<file path="src/rtl/controller_if.sv">
// Control bundle between the multicycle controller and the 8-bit MIPS datapath:
// decoded instruction fields and ALU flag in, every datapath strobe out.
interface controller_if;
  logic [5:0] op;
  logic [5:0] funct;
  logic       zero;

  logic       pcen;
  logic       iord;
  logic       memwrite;
  logic [3:0] irwrite;
  logic       regdst;
  logic       memtoreg;
  logic       regwrite;
  logic       alusrca;
  logic [1:0] alusrcb;
  logic [2:0] alucont;
  logic [1:0] pcsource;
  logic       illegal;
  logic       halted;

  modport master (
    input  op, funct, zero,
    output pcen, iord, memwrite, irwrite, regdst, memtoreg, regwrite,
           alusrca, alusrcb, alucont, pcsource, illegal, halted
  );

  modport slave (
    output op, funct, zero,
    input  pcen, iord, memwrite, irwrite, regdst, memtoreg, regwrite,
           alusrca, alusrcb, alucont, pcsource, illegal, halted
  );
endinterface

</file>
<file path="src/rtl/controller.sv">
// Multicycle control FSM for the 8-bit MIPS core: byte-serial fetch, decode,
// then 1-3 execute states for LB, SB, R-type, BEQ, J and ADDI.
module controller #(
  parameter bit ILLEGAL_TRAP = 1'b0
) (
  input logic          clk,
  input logic          reset,
  controller_if.master bus
);

  typedef enum logic [3:0] {
    FETCH1, FETCH2, FETCH3, FETCH4, DECODE, MEMADR, LBRD, LBWR,
    SBWR, RTYPEEX, RTYPEWR, BEQEX, JEX, ADDIEX, ADDIWR, HALT
  } state_t;

  localparam logic [5:0] OP_LB    = 6'b100000;
  localparam logic [5:0] OP_SB    = 6'b101000;
  localparam logic [5:0] OP_RTYPE = 6'b000000;
  localparam logic [5:0] OP_BEQ   = 6'b000100;
  localparam logic [5:0] OP_J     = 6'b000010;
  localparam logic [5:0] OP_ADDI  = 6'b001000;

  localparam logic [2:0] ALU_ADD = 3'b010;
  localparam logic [2:0] ALU_SUB = 3'b110;
  localparam logic [2:0] ALU_AND = 3'b000;
  localparam logic [2:0] ALU_OR  = 3'b001;
  localparam logic [2:0] ALU_SLT = 3'b111;

  typedef struct packed {
    logic       pcen;
    logic       iord;
    logic       memwrite;
    logic [3:0] irwrite;
    logic       regdst;
    logic       memtoreg;
    logic       regwrite;
    logic       alusrca;
    logic [1:0] alusrcb;
    logic [2:0] alucont;
    logic [1:0] pcsource;
    logic       illegal;
    logic       halted;
  } ctl_t;

  state_t state;
  ctl_t   ctl;
  ctl_t   ctl_out;
  logic   op_known;
  logic   funct_known;
  logic [2:0] rtype_alu;

  always_comb begin
    op_known = (bus.op == OP_LB) || (bus.op == OP_SB) || (bus.op == OP_RTYPE) ||
               (bus.op == OP_BEQ) || (bus.op == OP_J) || (bus.op == OP_ADDI);
  end

  // Unknown functs still complete as an add; only the flag reports them.
  always_comb begin
    funct_known = 1'b1;
    case (bus.funct)
      6'b100000: rtype_alu = ALU_ADD;
      6'b100010: rtype_alu = ALU_SUB;
      6'b100100: rtype_alu = ALU_AND;
      6'b100101: rtype_alu = ALU_OR;
      6'b101010: rtype_alu = ALU_SLT;
      default: begin
        rtype_alu   = ALU_ADD;
        funct_known = 1'b0;
      end
    endcase
  end

  // NOTE: state is updated with non-blocking assignments only, so every
  // reader in this clock sees the pre-edge value.
  always_ff @(posedge clk or posedge reset) begin
    if (reset) begin
      state <= FETCH1;
    end else begin
      case (state)
        FETCH1:  state <= FETCH2;
        FETCH2:  state <= FETCH3;
        FETCH3:  state <= FETCH4;
        FETCH4:  state <= DECODE;
        DECODE: begin
          case (bus.op)
            OP_LB, OP_SB: state <= MEMADR;
            OP_RTYPE:     state <= RTYPEEX;
            OP_BEQ:       state <= BEQEX;
            OP_J:         state <= JEX;
            OP_ADDI:      state <= ADDIEX;
            default:      state <= ILLEGAL_TRAP ? HALT : FETCH1;
          endcase
        end
        MEMADR:  state <= (bus.op == OP_SB) ? SBWR : LBRD;
        LBRD:    state <= LBWR;
        RTYPEEX: state <= RTYPEWR;
        ADDIEX:  state <= ADDIWR;
        HALT:    state <= HALT;
        default: state <= FETCH1;
      endcase
    end
  end

  // NOTE: every field gets a default before the case, so no latch is inferred.
  always_comb begin
    ctl         = '0;
    ctl.alucont = ALU_ADD;
    case (state)
      FETCH1, FETCH2, FETCH3, FETCH4: begin
        ctl.irwrite = 4'b1000 >> state[1:0];
        ctl.alusrcb = 2'b01;
        ctl.pcen    = 1'b1;
      end
      DECODE: begin
        ctl.alusrcb = 2'b11;
        ctl.illegal = ~op_known;
      end
      MEMADR, LBRD, LBWR, SBWR, ADDIEX, ADDIWR: begin
        // Address/write data come from the combinational ALU, so hold its setup.
        ctl.alusrca  = 1'b1;
        ctl.alusrcb  = 2'b10;
        ctl.iord     = (state == LBRD) || (state == SBWR);
        ctl.memwrite = (state == SBWR);
        ctl.memtoreg = (state == LBWR);
        ctl.regwrite = (state == LBWR) || (state == ADDIWR);
      end
      RTYPEEX, RTYPEWR: begin
        ctl.alusrca  = 1'b1;
        ctl.alucont  = rtype_alu;
        ctl.illegal  = (state == RTYPEEX) && !funct_known;
        ctl.regdst   = (state == RTYPEWR);
        ctl.regwrite = (state == RTYPEWR);
      end
      BEQEX: begin
        ctl.alusrca  = 1'b1;
        ctl.alucont  = ALU_SUB;
        ctl.pcsource = 2'b01;
        ctl.pcen     = bus.zero;
      end
      JEX: begin
        ctl.pcsource = 2'b10;
        ctl.pcen     = 1'b1;
      end
      HALT: begin
        ctl.alucont = 3'b000;
        ctl.halted  = 1'b1;
      end
      default: ;
    endcase
  end

  // Reset blanks the strobes immediately, with no clock needed.
  assign ctl_out = reset ? '0 : ctl;

  assign bus.pcen     = ctl_out.pcen;
  assign bus.iord     = ctl_out.iord;
  assign bus.memwrite = ctl_out.memwrite;
  assign bus.irwrite  = ctl_out.irwrite;
  assign bus.regdst   = ctl_out.regdst;
  assign bus.memtoreg = ctl_out.memtoreg;
  assign bus.regwrite = ctl_out.regwrite;
  assign bus.alusrca  = ctl_out.alusrca;
  assign bus.alusrcb  = ctl_out.alusrcb;
  assign bus.alucont  = ctl_out.alucont;
  assign bus.pcsource = ctl_out.pcsource;
  assign bus.illegal  = ctl_out.illegal;
  assign bus.halted   = ctl_out.halted;

endmodule

</file>
<file path="src/flat_wrapper.sv">
// flat-port wrapper written by rule: the top's interface ports become plain ports
module controller_flat 
#(
  parameter bit ILLEGAL_TRAP = 1'b0
)
  (clk, reset, bus_op, bus_funct, bus_zero, bus_pcen, bus_iord, bus_memwrite, bus_irwrite, bus_regdst, bus_memtoreg, bus_regwrite, bus_alusrca, bus_alusrcb, bus_alucont, bus_pcsource, bus_illegal, bus_halted);
  controller_if bus_i ();
  input logic clk;
  input logic reset;
  input wire logic [$bits(bus_i.op)-1:0] bus_op;
  input wire logic [$bits(bus_i.funct)-1:0] bus_funct;
  input wire logic [$bits(bus_i.zero)-1:0] bus_zero;
  output wire logic [$bits(bus_i.pcen)-1:0] bus_pcen;
  output wire logic [$bits(bus_i.iord)-1:0] bus_iord;
  output wire logic [$bits(bus_i.memwrite)-1:0] bus_memwrite;
  output wire logic [$bits(bus_i.irwrite)-1:0] bus_irwrite;
  output wire logic [$bits(bus_i.regdst)-1:0] bus_regdst;
  output wire logic [$bits(bus_i.memtoreg)-1:0] bus_memtoreg;
  output wire logic [$bits(bus_i.regwrite)-1:0] bus_regwrite;
  output wire logic [$bits(bus_i.alusrca)-1:0] bus_alusrca;
  output wire logic [$bits(bus_i.alusrcb)-1:0] bus_alusrcb;
  output wire logic [$bits(bus_i.alucont)-1:0] bus_alucont;
  output wire logic [$bits(bus_i.pcsource)-1:0] bus_pcsource;
  output wire logic [$bits(bus_i.illegal)-1:0] bus_illegal;
  output wire logic [$bits(bus_i.halted)-1:0] bus_halted;
  assign bus_i.op = bus_op;
  assign bus_i.funct = bus_funct;
  assign bus_i.zero = bus_zero;
  assign bus_pcen = bus_i.pcen;
  assign bus_iord = bus_i.iord;
  assign bus_memwrite = bus_i.memwrite;
  assign bus_irwrite = bus_i.irwrite;
  assign bus_regdst = bus_i.regdst;
  assign bus_memtoreg = bus_i.memtoreg;
  assign bus_regwrite = bus_i.regwrite;
  assign bus_alusrca = bus_i.alusrca;
  assign bus_alusrcb = bus_i.alusrcb;
  assign bus_alucont = bus_i.alucont;
  assign bus_pcsource = bus_i.pcsource;
  assign bus_illegal = bus_i.illegal;
  assign bus_halted = bus_i.halted;
  controller #(.ILLEGAL_TRAP(ILLEGAL_TRAP)) u_core (.clk(clk), .reset(reset), .bus(bus_i));
endmodule
</file>
<file path="config.mk">
export PLATFORM = sky130hd
export DESIGN_NAME = controller_flat
export DESIGN_NICKNAME = d
export VERILOG_FILES = /design/src/rtl/controller_if.sv /design/src/rtl/controller.sv /design/src/flat_wrapper.sv
export SDC_FILE = /design/constraint.sdc
export NUM_CORES = 1
export LEC_CHECK = 0
export ABC_CLOCK_PERIOD_IN_PS = 3750
export BUFFER_PORTS_ARGS = -buffer_cell sky130_fd_sc_hd__buf_2
export CAP_MARGIN = 30
export CORE_MARGIN = 2
export CORE_UTILIZATION = 48
export DETAILED_ROUTE_END_ITERATION = 7
export PLACE_DENSITY = 0.89
export SYNTH_ARGS = -nofsm -noshare
export SYNTH_HDL_FRONTEND = slang
export SYNTH_SLANG_ARGS = --single-unit
</file>
<file path="constraint.sdc">
create_clock -name clk -period 3.75 [get_ports clk]
set_input_delay 0.1875 -clock clk [delete_from_list [all_inputs] [get_ports clk]]
set_output_delay 0.1875 -clock clk [all_outputs]
set_load 0.02 [all_outputs]
</file>
; Yosys cells after proc, flatten, opt, wreduce, memory -nomap -nowiden
; Cells that the tools add are included.
[totals]
reg_bits = 4
latchBits = 0
ram_bits = 0
rom_bits = 0
in_bits = 15
mem_count = 0
[classes]
add_sub_neg = 0
n_mul = 0
n_div = 0
order_cmp = 0
n_eq_ne = 25
shift = 1
mux = 18
bitwise = 1
reduce_logical = 18
[ops]
columns = operator, n
row1 = 6-bit equality test (second input constant), 7
row2 = 4-bit case mux with 10 select lines, 1
row3 = 4-bit equality test (second input constant), 8
row4 = 20-bit two-way mux, 1
row5 = 4-bit case mux with 5 select lines, 1
row6 = 4-bit by 3-bit equality test with 1-bit output (second input constant), 4
row7 = 3-bit case mux with 4 select lines, 1
row8 = 5-bit OR reduction, 2
row9 = 3-bit case mux with 3 select lines, 1
row10 = 9-bit OR reduction, 1
row11 = 4-bit by 2-bit equality test with 1-bit output (second input constant), 2
row12 = 4-bit two-way mux, 2
row13 = 1-bit logical OR, 7
row14 = 6-bit by 2-bit equality test with 1-bit output (second input constant), 1
row15 = 6-bit by 3-bit equality test with 1-bit output (second input constant), 1
row16 = 6-bit by 4-bit equality test with 1-bit output (second input constant), 1
row17 = 6-bit logical NOT, 1
row18 = 1-bit case mux with 2 select lines, 3
row19 = 2-bit case mux with 3 select lines, 1
row20 = 6-bit OR reduction, 1
row21 = 1-bit two-way mux, 5
row22 = 4-bit by 1-bit equality test with 1-bit output (second input constant), 1
row23 = 4-bit logical NOT, 1
row24 = 2-bit case mux with 2 select lines, 1
row25 = 7 further kinds, 8

; Logic depth before layout (Yosys ltp)
; Gate-level depths: netlist of run 1.
[depth]
depth_word = 9
depth_mapped = 5

; Least setup slack after synthesis of run 1
; No wires, ideal clock.
[synth_path]
path_kind = register to output
start = register u_core.state[0]
end = output port bus_irwrite[0]
arrival_time_ps = 1715
path_slack_ps = 1848
path_stages_with_launch = 5
path_buffers = 2
path_cell_list = dfrtp_1 > clkbuf_1 > clkbuf_1 > nand2_1 > nor4_1
[synth_between]
elab_chain_len = 4
[synth_rtl]
columns = item, line_no
row1 = "start, declared", controller.sv:45  ; state_t state;
row2 = "start signal, assigned", controller.sv:91  ; default: state <= ILLEGAL_TRAP ? HALT : FETCH1;
row3 = "start signal, assigned", controller.sv:94  ; MEMADR: state <= (bus.op == OP_SB) ? SBWR : LBRD;
row4 = 4-bit by 1-bit equality test with 1-bit output (tied with other cells), controller.sv:108  ; case (state)
row5 = 4-bit OR reduction, controller.sv:108
row6 = 4-bit two-way mux (*), controller.sv:108
row7 = 20-bit two-way mux (*), controller.sv:153  ; assign ctl_out = reset ? '0 : ctl;
row8 = "end, declared", flat_wrapper.sv:16  ; output wire logic [$bits(bus_i.irwrite)-1:0] bus_irwrite;
; Mark *: on every way between the ends. The rest lies on a longest branch, timed or not.

; Final worst setup path of run 1
[layout_path]
start = register u_core.state[2]
end = output port bus_iord
[layout_between]
elab_chain_len = 4
[layout_rtl]
columns = item, line_no
row1 = 4-bit by 3-bit equality test with 1-bit output (tied with other cells), controller.sv:108
row2 = 6-bit OR reduction or 1-bit logical OR (tied branches), -
row3 = 2-bit two-way mux (*), controller.sv:108
row4 = 20-bit two-way mux (*), controller.sv:153
row5 = "end, declared", flat_wrapper.sv:14  ; output wire logic [$bits(bus_i.iord)-1:0] bus_iord;
; Marks and branches as above.

==> qor.csv, run 1 <==
metric,value,unit
Synth Area in Simple Gates,0.467,
Post-Syn Area,697,um^2
cell count after placement,144,
Crit. End Element,output port,
die outline width,42.1,um
area used by multi-input combinational logic,552,um^2
core region area,1330,um^2
"Top FF cell, synth",sky130_fd_sc_hd__dfrtp_1,
Bufs on Longest Clock Path,2,
Post-CTS Repair Setup Buffers,0,
full die area,1770,um^2
combinational family with the most area after synthesis,simple AND/OR/NAND/NOR gates,
maxcap violations,0,
total wirelength of the detailed-routed design,1930,um
worst relative slew slack,0.599,
multiplexer share of the synthesized area,0.0287,
HPWL after detailed placement,1420,um
Vias/cell,6.07,
Syn Nets,118,
worst min-delay path class,in2reg,
violation count after the first detailed-route iteration,21,
Crit path required time,3.56,ns
"flip-flop count of the largest register, all copies and words added",4,
detailed-route via count,899,
# setup viols final,0,
Slew @ Worst Pin,0.602,ns
post-synthesis cell type count,38,
cell types with the highest counts after synthesis,"8 x sky130_fd_sc_hd__clkbuf_1, 8 x sky130_fd_sc_hd__nor2_1, 6 x sky130_fd_sc_hd__nand2_1, 6 x sky130_fd_sc_hd__o21ai_0",
Yosys top cell area share,0.144,
Tmin final,2.07,ns
Die Ht,42.1,um
"Hold Violations, Final",0,
Routed Antenna Nets,0,
unrepaired setup endpoints after global routing,false,
clock net sink count,4,
antenna violations before repair,0,
cell taking the most area after synthesis,sky130_fd_sc_hd__dfrtp_1,
global-route usage over all layers,0.229,
global-route wire length before repair,3330,um
count of port buffers added during placement,34,
vias in the first global route,767,
Lkg Pwr,0.411,nW
number of search-and-repair iterations in the first detailed-routing pass,4,
pin count of the biggest net entering global routing,23,
worst skew pair latency,0.23,ns
worst vdd ir,278,uV
post-route insts no fill,148,
number of antenna diodes,0,
Layout Area Growth over Synthesis,27.5,%
top fanout value on the critical path,20,
aggregate negative setup slack,0,ns
largest registers in the final layout,u_core.state (4),
FF+latch area,100,um^2
initial core utilization,0.523,
root buffer selected by CTS,sky130_fd_sc_hd__clkbuf_4,
Std-Cell Rows,13,
share of post-route cells with drive strength above 1,0.316,
status,"finished, final reports clean",
average detailed-routed wire length per instance,13.0,um
mean post-synth cell area,6.77,um^2
register bit count reported by yosys,4,
fin crit share,0.553,
clock tree from TritonCTS,built,
xor/xnor share of the synthesized area,0,
share of the synthesized area in compound gates (AO/OA/AOI/OAI),0.282,
"Slew Viols, Final",0,
kind of critical path,reg2out,
total clock buffers created by CTS,3,
Residual DRC,0,
endpoint arrival time on the critical path,1.89,ns
"post-synthesis share of cell area spent on full adders, half adders and majority gates",0.0144,
register bank with the most flops,u_core.state,
async set-reset flop share out of synthesis,1.00,
Final Net Count,150,
sequential element share of the synthesized area,0.144,
overflow left after global routing,0,
Clock H-tree levels,1,
count of filler cells inserted in the layout,138,
number of enable flip-flop cells after synthesis,0,
total power density per cell area,514,nW/um^2
top-level port count,35,
crit start category,register,
biggest area contributors in the synthesized netlist,"sky130_fd_sc_hd__dfrtp_1 14%, sky130_fd_sc_hd__and3_1 4.5%, sky130_fd_sc_hd__nand2b_1 4.5%",
GPL Wtd Cong,0.814,
Post-Syn Instances,103,
clock input transition at the sequential cells of the worst setup and hold paths,0.04,ns
FMAX,482,MHz
Synth warnings,0,
Worst Skew,0.00298,ns
## worst max-delay path, stage by stage (launching register included)
cell and delay, ns:
sky130_fd_sc_hd__dfrtp_1 0.65, sky130_fd_sc_hd__nor2b_1 0.43, sky130_fd_sc_hd__nand2_1 0.10, sky130_fd_sc_hd__a211oi_1 0.26
sky130_fd_sc_hd__buf_2 0.21
## what timing repair did
| item | 4_1_cts | 5_1_grt |
|---|---|---|
| hold buffers | 1 | 0 |
| hold endpoints to repair | 4 | 0 |
| gates resized for setup | 0 | 0 |
## layout by cell type (no fill, tap or decap), types with 2 or more instances in the layout
cell,n
sky130_fd_sc_hd__o211ai_1,2
sky130_fd_sc_hd__dfrtp_1,4
sky130_fd_sc_hd__a211oi_1,3
sky130_fd_sc_hd__mux2i_1,2
sky130_fd_sc_hd__a21oi_1,4
sky130_fd_sc_hd__clkbuf_4,3
sky130_fd_sc_hd__nand4_1,2
sky130_fd_sc_hd__nand2_1,6
sky130_fd_sc_hd__nand3_1,4
sky130_fd_sc_hd__nor4_1,3
sky130_fd_sc_hd__nor3b_1,4
sky130_fd_sc_hd__buf_2,34
sky130_fd_sc_hd__o21ai_0,6
sky130_fd_sc_hd__or3_1,2
sky130_fd_sc_hd__inv_1,4
sky130_fd_sc_hd__and3_1,5
sky130_fd_sc_hd__a21o_1,3
sky130_fd_sc_hd__nor3_1,5
sky130_fd_sc_hd__or4_1,2
sky130_fd_sc_hd__nor2b_1,3
sky130_fd_sc_hd__nand2b_1,5
sky130_fd_sc_hd__o311ai_0,2
sky130_fd_sc_hd__nor2_1,8
## report_power, final
part,internal [mW],switching [mW]
logic,0.115,0.146
registers,0.0596,0.0821
clock network,0.0358,0.0172
## per-layer routing
layer	up-vias	global-route usage	wire length, um
met5	-	0	0
met4	0	0.0563	0
met3	0	0.0345	120
met2	30	0.372	898
met1	416	0.318	909
li1	453	-	-
## stage by stage
stage	setup slack [ns]	total power [mW]	hold slack [ns]	instance area (um^2)	util
finish	1.68	0.456	0.319	888	0.666
global route	1.50	0.501	0.352	888	0.666
CTS	1.68	0.454	0.329	888	0.666
detailed placement	1.93	0.400	0.225	856	0.642
global placement	2.03	0.390	0.212	856	0.642
floorplan	1.85	0.331	-0.0274	697	-
## logic make-up (layout without fill, tap and decap cells)
logic type | Yosys count | after routing
AO/OA/AOI/OAI | 28 | 28
adder cells (fa/ha/maj) | 1 | 1
buffers and inverters | 12 | 42
flip-flops | 4 | 4
multiplexers | 2 | 2
AND/OR/NAND/NOR | 56 | 56
## area by class of cell
class | instances | area share
multi-input combinational | 87 | 0.621
timing repair buffer | 35 | 0.203
sequential | 4 | 0.113
clock buffer | 3 | 0.0254
tap | 15 | 0.0211
inverter | 4 | 0.0169
## final timing paths
check                                           from                        end  slack, ns  cells after the start
setup / recovery           u_core.state[2]$_DFF_PP0_                   bus_iord       1.68                      4
hold / removal                             bus_op[5]  u_core.state[3]$_DFF_PP0_       0.32                      2
setup reg to reg           u_core.state[1]$_DFF_PP0_  u_core.state[1]$_DFF_PP0_       2.05                      3
hold reg to reg            u_core.state[2]$_DFF_PP0_  u_core.state[2]$_DFF_PP0_       0.87                      2
max in group asynchronous                      reset  u_core.state[0]$_DFF_PP0_       3.01                      3
min in group asynchronous                      reset  u_core.state[2]$_DFF_PP0_       0.55                      3
Power figures use the tool's default switching activity.
==> run 2: changes to the inputs <==
Settings changed: ABC_CLOCK_PERIOD_IN_PS 3750 to 1900, CORE_UTILIZATION 48 to 40, PLACE_DENSITY 0.89 to 0.8.
Clock period 3.75 ns to 1.9 ns, I/O delays scaled along.
==> qor.csv, run 2 (synthesized netlist as in run 1, its figures left out) <==
metric,value,unit,change
clock net sink count,4,,unchanged
worst vdd ir,385,uV,was 278 uV
global-route wire length before repair,3260,um,was 3330 um
FMAX,559,MHz,
count of filler cells inserted in the layout,169,,was 138
core region area,1690,um^2,was 1330 um^2
global-route usage over all layers,0.209,,was 0.229
largest registers in the final layout,u_core.state (4),,unchanged
fin crit share,0.942,,
worst stage delay on the critical path,0.50,ns,was 0.65 ns
"Slew Viols, Final",0,,unchanged
root buffer selected by CTS,sky130_fd_sc_hd__clkbuf_4,,unchanged
Register-to-Register Setup Slack,0.35,ns,was 2.05 ns
endpoint arrival time on the critical path,1.69,ns,was 1.89 ns
cell family contributing the most delay on the critical path,flip-flops,,unchanged
violation count after the first detailed-route iteration,14,,was 21
average detailed-routed wire length per instance,13.0,um,about the same
Bufs on Longest Clock Path,2,,unchanged
antenna violations before repair,0,,unchanged
FF+latch area,105,um^2,was 100 um^2
Worst Skew,0.00276,ns,was 0.00298 ns
Routed Antenna Nets,0,,unchanged
total wirelength of the detailed-routed design,1980,um,was 1930 um
detailed-route via count,926,,was 899
total power density per cell area,1040,nW/um^2,was 514 nW/um^2
"Hold Violations, Final",0,,unchanged
vias in the first global route,745,,was 767
crit start category,register,,unchanged
Clock H-tree levels,1,,unchanged
PnR Total Power,0.958,mW,was 0.456 mW
list of cells traversed by the critical path,or3b_2 > a21o_1 > a21oi_1 > buf_2,,was nor2b_1 > nand2_1 > a211oi_1 > buf_2
Vias/cell,6.05,,was 6.07
Tmin final,1.79,ns,
cell count after placement,148,,was 144
Lkg Pwr,0.415,nW,was 0.411 nW
overflow left after global routing,0,,unchanged
hold_ws,0.218,ns,was 0.319 ns
Final Net Count,153,,was 150
total clock buffers created by CTS,3,,unchanged
post-route insts no fill,153,,was 148
most frequent cells in the layout,"34 x sky130_fd_sc_hd__buf_2, 8 x sky130_fd_sc_hd__nor2_1, 6 x sky130_fd_sc_hd__nand2_1, 6 x sky130_fd_sc_hd__o21ai_0",,unchanged
Layout Area Growth over Synthesis,32.3,%,was 27.5%
HPWL after detailed placement,1450,um,was 1420 um
top fanout value on the critical path,15,,was 20
status,"finished, final reports clean",,unchanged
aggregate negative setup slack,0,ns,unchanged
Slew @ Worst Pin,0.468,ns,was 0.602 ns
Std-Cell Rows,15,,was 13
share of post-route cells with drive strength above 1,0.368,,was 0.316
count of port buffers added during placement,34,,unchanged
Crit. End Element,output port,,unchanged
most frequent standard cell in the layout excluding fill and tap cells,sky130_fd_sc_hd__buf_2,,unchanged
initial core utilization,0.413,,was 0.523
worst min-delay path class,in2reg,,unchanged
register bank with the most flops,u_core.state,,unchanged
die outline width,45.7,um,was 42.1 um
"flip-flop count of the largest register, all copies and words added",4,,unchanged
pin count of the biggest net entering global routing,21,,was 23
Crit path required time,1.80,ns,was 3.56 ns
area used by multi-input combinational logic,552,um^2,unchanged
cell with the largest stage delay on the worst path,sky130_fd_sc_hd__dfrtp_2,,was sky130_fd_sc_hd__dfrtp_1
number of search-and-repair iterations in the first detailed-routing pass,4,,unchanged
# setup viols final,0,,unchanged
worst relative slew slack,0.685,,was 0.599
full die area,2090,um^2,was 1770 um^2
top-level port count,35,,unchanged
Residual DRC,0,,unchanged
unrepaired setup endpoints after global routing,false,,unchanged
number of antenna diodes,0,,unchanged
combined buffer and inverter count along the critical path,1,,unchanged
worst skew pair latency,0.23,ns,about the same
GPL Wtd Cong,0.888,,was 0.814
maxcap violations,0,,unchanged
Die Ht,45.7,um,was 42.1 um
clock tree from TritonCTS,built,,unchanged
kind of critical path,reg2out,,unchanged
clock input transition at the sequential cells of the worst setup and hold paths,0.03,ns,was 0.04 ns
## run 2: metal layers
metal,track usage,wire [um],vias to the layer above
met5,0,0,-
met4,0.0171,0,0
met3,0.0476,56,0
met2,0.355,994,25
met1,0.282,931,442
li1,-,-,459
## run 2: cell type report
cell class              count  share of cell area
multi-input cells          87               0.598
repair buffers             38               0.220
flip-flops and latches      4               0.114
clock buffers               3              0.0244
well taps                  17              0.0231
inverters                   4              0.0204
## run 2: final timing paths
check / start / end / cells past startpoint
worst min-delay path: bus_op[5] / u_core.state[3]$_DFF_PP0_ / 2
worst max-delay path: u_core.state[3]$_DFF_PP0_ / bus_alusrcb[1] / 4
max in group asynchronous: reset / u_core.state[3]$_DFF_PP0_ / 3
min in group asynchronous: reset / u_core.state[2]$_DFF_PP0_ / 3
worst max register to register: u_core.state[0]$_DFF_PP0_ / u_core.state[3]$_DFF_PP0_ / 3
worst min register to register: u_core.state[1]$_DFF_PP0_ / u_core.state[0]$_DFF_PP0_ / 1
## run 2: metrics by stage
stage	cell area (um^2)	util	setup slack, ns
after floorplan	697	-	0.0901
after global placement	873	0.517	0.295
after detailed placement	873	0.517	0.235
after CTS	908	0.538	0.0675
after global routing	922	0.546	0.00653
final	922	0.546	0.110
## run 2: repair_timing
item | 4_1_cts | 5_1_grt
hold buffers | 1 | 0
gates resized for setup | 2 | 3
endpoints found under the setup margin | 4 | 3
buffers inserted | 0 | 1
pin swaps | 0 | 0
hold endpoints to repair | 4 | 0
## run 2: report_power, final
| group | total (mW) | internal, mW | switching (mW) | leakage (nW) |
|---|---|---|---|---|
| sequential | 0.232 | 0.127 | 0.105 | 0.0448 |
| clock | 0.102 | 0.0705 | 0.0319 | 0.0138 |
| combinational | 0.623 | 0.264 | 0.360 | 0.356 |
| total | 0.958 | 0.461 | 0.497 | 0.415 |
==> run 3: changes to the inputs <==
==> constraint.sdc (replaced) <==
create_clock -name clk -period 1.9 [get_ports clk]
set_input_delay 0.19 -clock clk [delete_from_list [all_inputs] [get_ports clk]]
set_output_delay 0.19 -clock clk [all_outputs]
set_load 0.02 [all_outputs]
==> qor.csv, run 3 (synthesized netlist as in run 1, its figures left out) <==
metric,value,unit,change
maxcap violations,0,,unchanged
Clock H-tree levels,1,,unchanged
Final Net Count,157,,was 153
min setup slack post-route,0.0432,ns,was 0.110 ns
hold path startpoint,bus_op[5],,unchanged
vias in the first global route,860,,was 745
worst relative slew slack,0.718,,was 0.685
worst min-delay path class,in2reg,,unchanged
unrepaired setup endpoints after global routing,false,,unchanged
"flip-flop count of the largest register, all copies and words added",4,,unchanged
"Hold Violations, Final",0,,unchanged
clock tree from TritonCTS,built,,unchanged
GPL Wtd Cong,0.812,,was 0.888
clock input transition at the sequential cells of the worst setup and hold paths,0.04,ns,was 0.03 ns
worst vdd ir,535,uV,was 385 uV
number of antenna diodes,0,,unchanged
Residual DRC,0,,unchanged
average detailed-routed wire length per instance,13.7,um,was 13.0 um
post-placement worst setup slack,0.192,ns,was 0.235 ns
list of cells traversed by the critical path,or3b_2 > a21o_1 > a21oi_1 > buf_2,,unchanged
core region area,1690,um^2,unchanged
share of post-route cells with drive strength above 1,0.407,,was 0.368
Die Ht,45.7,um,unchanged
Slew @ Worst Pin,0.420,ns,was 0.468 ns
Crit path required time,1.71,ns,was 1.80 ns
worst skew pair latency,0.23,ns,about the same
largest registers in the final layout,u_core.state (4),,unchanged
reg-to-reg critical path startpoint,u_core.state[0]$_DFF_PP0_,,unchanged
root buffer selected by CTS,sky130_fd_sc_hd__clkbuf_4,,unchanged
initial core utilization,0.413,,unchanged
register bank with the most flops,u_core.state,,unchanged
total wirelength of the detailed-routed design,2150,um,was 1980 um
status,"finished, final reports clean",,unchanged
fin crit share,0.977,,was 0.942
Lkg Pwr,0.458,nW,was 0.415 nW
violation count after the first detailed-route iteration,22,,was 14
kind of critical path,reg2out,,unchanged
pin count of the biggest net entering global routing,23,,was 21
worst stage delay on the critical path,0.51,ns,was 0.50 ns
number of search-and-repair iterations in the first detailed-routing pass,4,,unchanged
Vias/cell,5.94,,was 6.05
Layout Area Growth over Synthesis,39.9,%,was 32.3%
aggregate negative setup slack,0,ns,unchanged
global-route wire length before repair,3580,um,was 3260 um
Critical path origin,u_core.state[2]$_DFF_PP0_,,was u_core.state[3]$_DFF_PP0_
count of port buffers added during placement,34,,unchanged
endpoint arrival time on the critical path,1.67,ns,was 1.69 ns
Bufs on Longest Clock Path,2,,unchanged
Worst Skew,0.00146,ns,was 0.00276 ns
# setup viols final,0,,unchanged
cell with the largest stage delay on the worst path,sky130_fd_sc_hd__or3b_2,,was sky130_fd_sc_hd__dfrtp_2
Routed Antenna Nets,0,,unchanged
total power density per cell area,1020,nW/um^2,was 1040 nW/um^2
clock net sink count,4,,unchanged
top-level port count,35,,unchanged
FMAX,539,MHz,was 559 MHz
global-route usage over all layers,0.225,,was 0.209
most frequent standard cell in the layout excluding fill and tap cells,sky130_fd_sc_hd__buf_2,,unchanged
most frequent cells in the layout,"34 x sky130_fd_sc_hd__buf_2, 8 x sky130_fd_sc_hd__nor2_1, 7 x sky130_fd_sc_hd__buf_4, 6 x sky130_fd_sc_hd__nand2_1, 6 x sky130_fd_sc_hd__o21ai_0",,"was 34 x sky130_fd_sc_hd__buf_2, 8 x sky130_fd_sc_hd__nor2_1, 6 x sky130_fd_sc_hd__nand2_1, 6 x sky130_fd_sc_hd__o21ai_0"
Std-Cell Rows,15,,unchanged
total clock buffers created by CTS,3,,unchanged
Tmin final,1.86,ns,was 1.79 ns
"Slew Viols, Final",0,,unchanged
crit start category,register,,unchanged
antenna violations before repair,0,,unchanged
HPWL after detailed placement,1580,um,was 1450 um
Crit. End Element,output port,,unchanged
detailed-route via count,933,,was 926
top fanout value on the critical path,9,,was 15
die outline width,45.7,um,unchanged
overflow left after global routing,0,,unchanged
full die area,2090,um^2,unchanged
[run 3: through the flow]
stage	power (mW)	area, um^2	util	hold slack [ns]	cells
floorplan	0.659	703	-	-0.0249	103
global placement	0.825	895	0.530	0.219	150
detailed placement	0.851	895	0.530	0.234	150
CTS	0.970	932	0.552	0.301	154
global route	1.08	975	0.577	0.348	157
finish	0.998	975	0.577	0.309	157
[run 3: power breakdown]
group          internal [mW]  switching [mW]  total [mW]
combinational          0.280           0.359       0.639
clock                 0.0707          0.0352       0.106
sequential             0.126           0.127       0.253
total                  0.477           0.522       0.998
[run 3: worst max-delay path: cells and delay by family, from the launching register on]
family,cells,cell delay [ns]
buffers and inverters,1,0.17
AOI/OAI and AO/OA,2,0.28
and+or+nand+nor,1,0.51
DFF,1,0.46
[run 3: final cells by class]
type,count,area [um^2]
Tap cell,17,21.3
Sequential cell,4,105
Inverter,4,15.0
Multi-Input combinational cell,87,578
Fill cell,157,714
Timing Repair Buffer,42,233
Clock buffer,3,22.5
[run 3: metal layers]
metal | GRT usage | wire length [um]
met1 | 0.284 | 959
met2 | 0.394 | 1120
met3 | 0.00397 | 65
met4 | 0.103 | 0
met5 | 0 | 0
[run 3: final timing paths]
| kind | endpoint | cells past startpoint | slack [ns] |
|---|---|---|---|
| setup / recovery | bus_alusrcb[1] | 4 | 0.04 |
| hold / removal | u_core.state[3]$_DFF_PP0_ | 2 | 0.31 |
| setup reg to reg | u_core.state[3]$_DFF_PP0_ | 3 | 0.36 |
| hold reg to reg | u_core.state[0]$_DFF_PP0_ | 1 | 0.70 |
| max in group asynchronous | u_core.state[3]$_DFF_PP0_ | 3 | 1.07 |
| min in group asynchronous | u_core.state[0]$_DFF_PP0_ | 3 | 0.65 |
[run 3: repair_timing]
action / in CTS / in global routing
setup buffers: 0 / 3
resized for setup: 3 / 5
hold buffers: 1 / 0
endpoints found under the hold margin: 4 / 0
endpoints found under the setup margin: 3 / 4
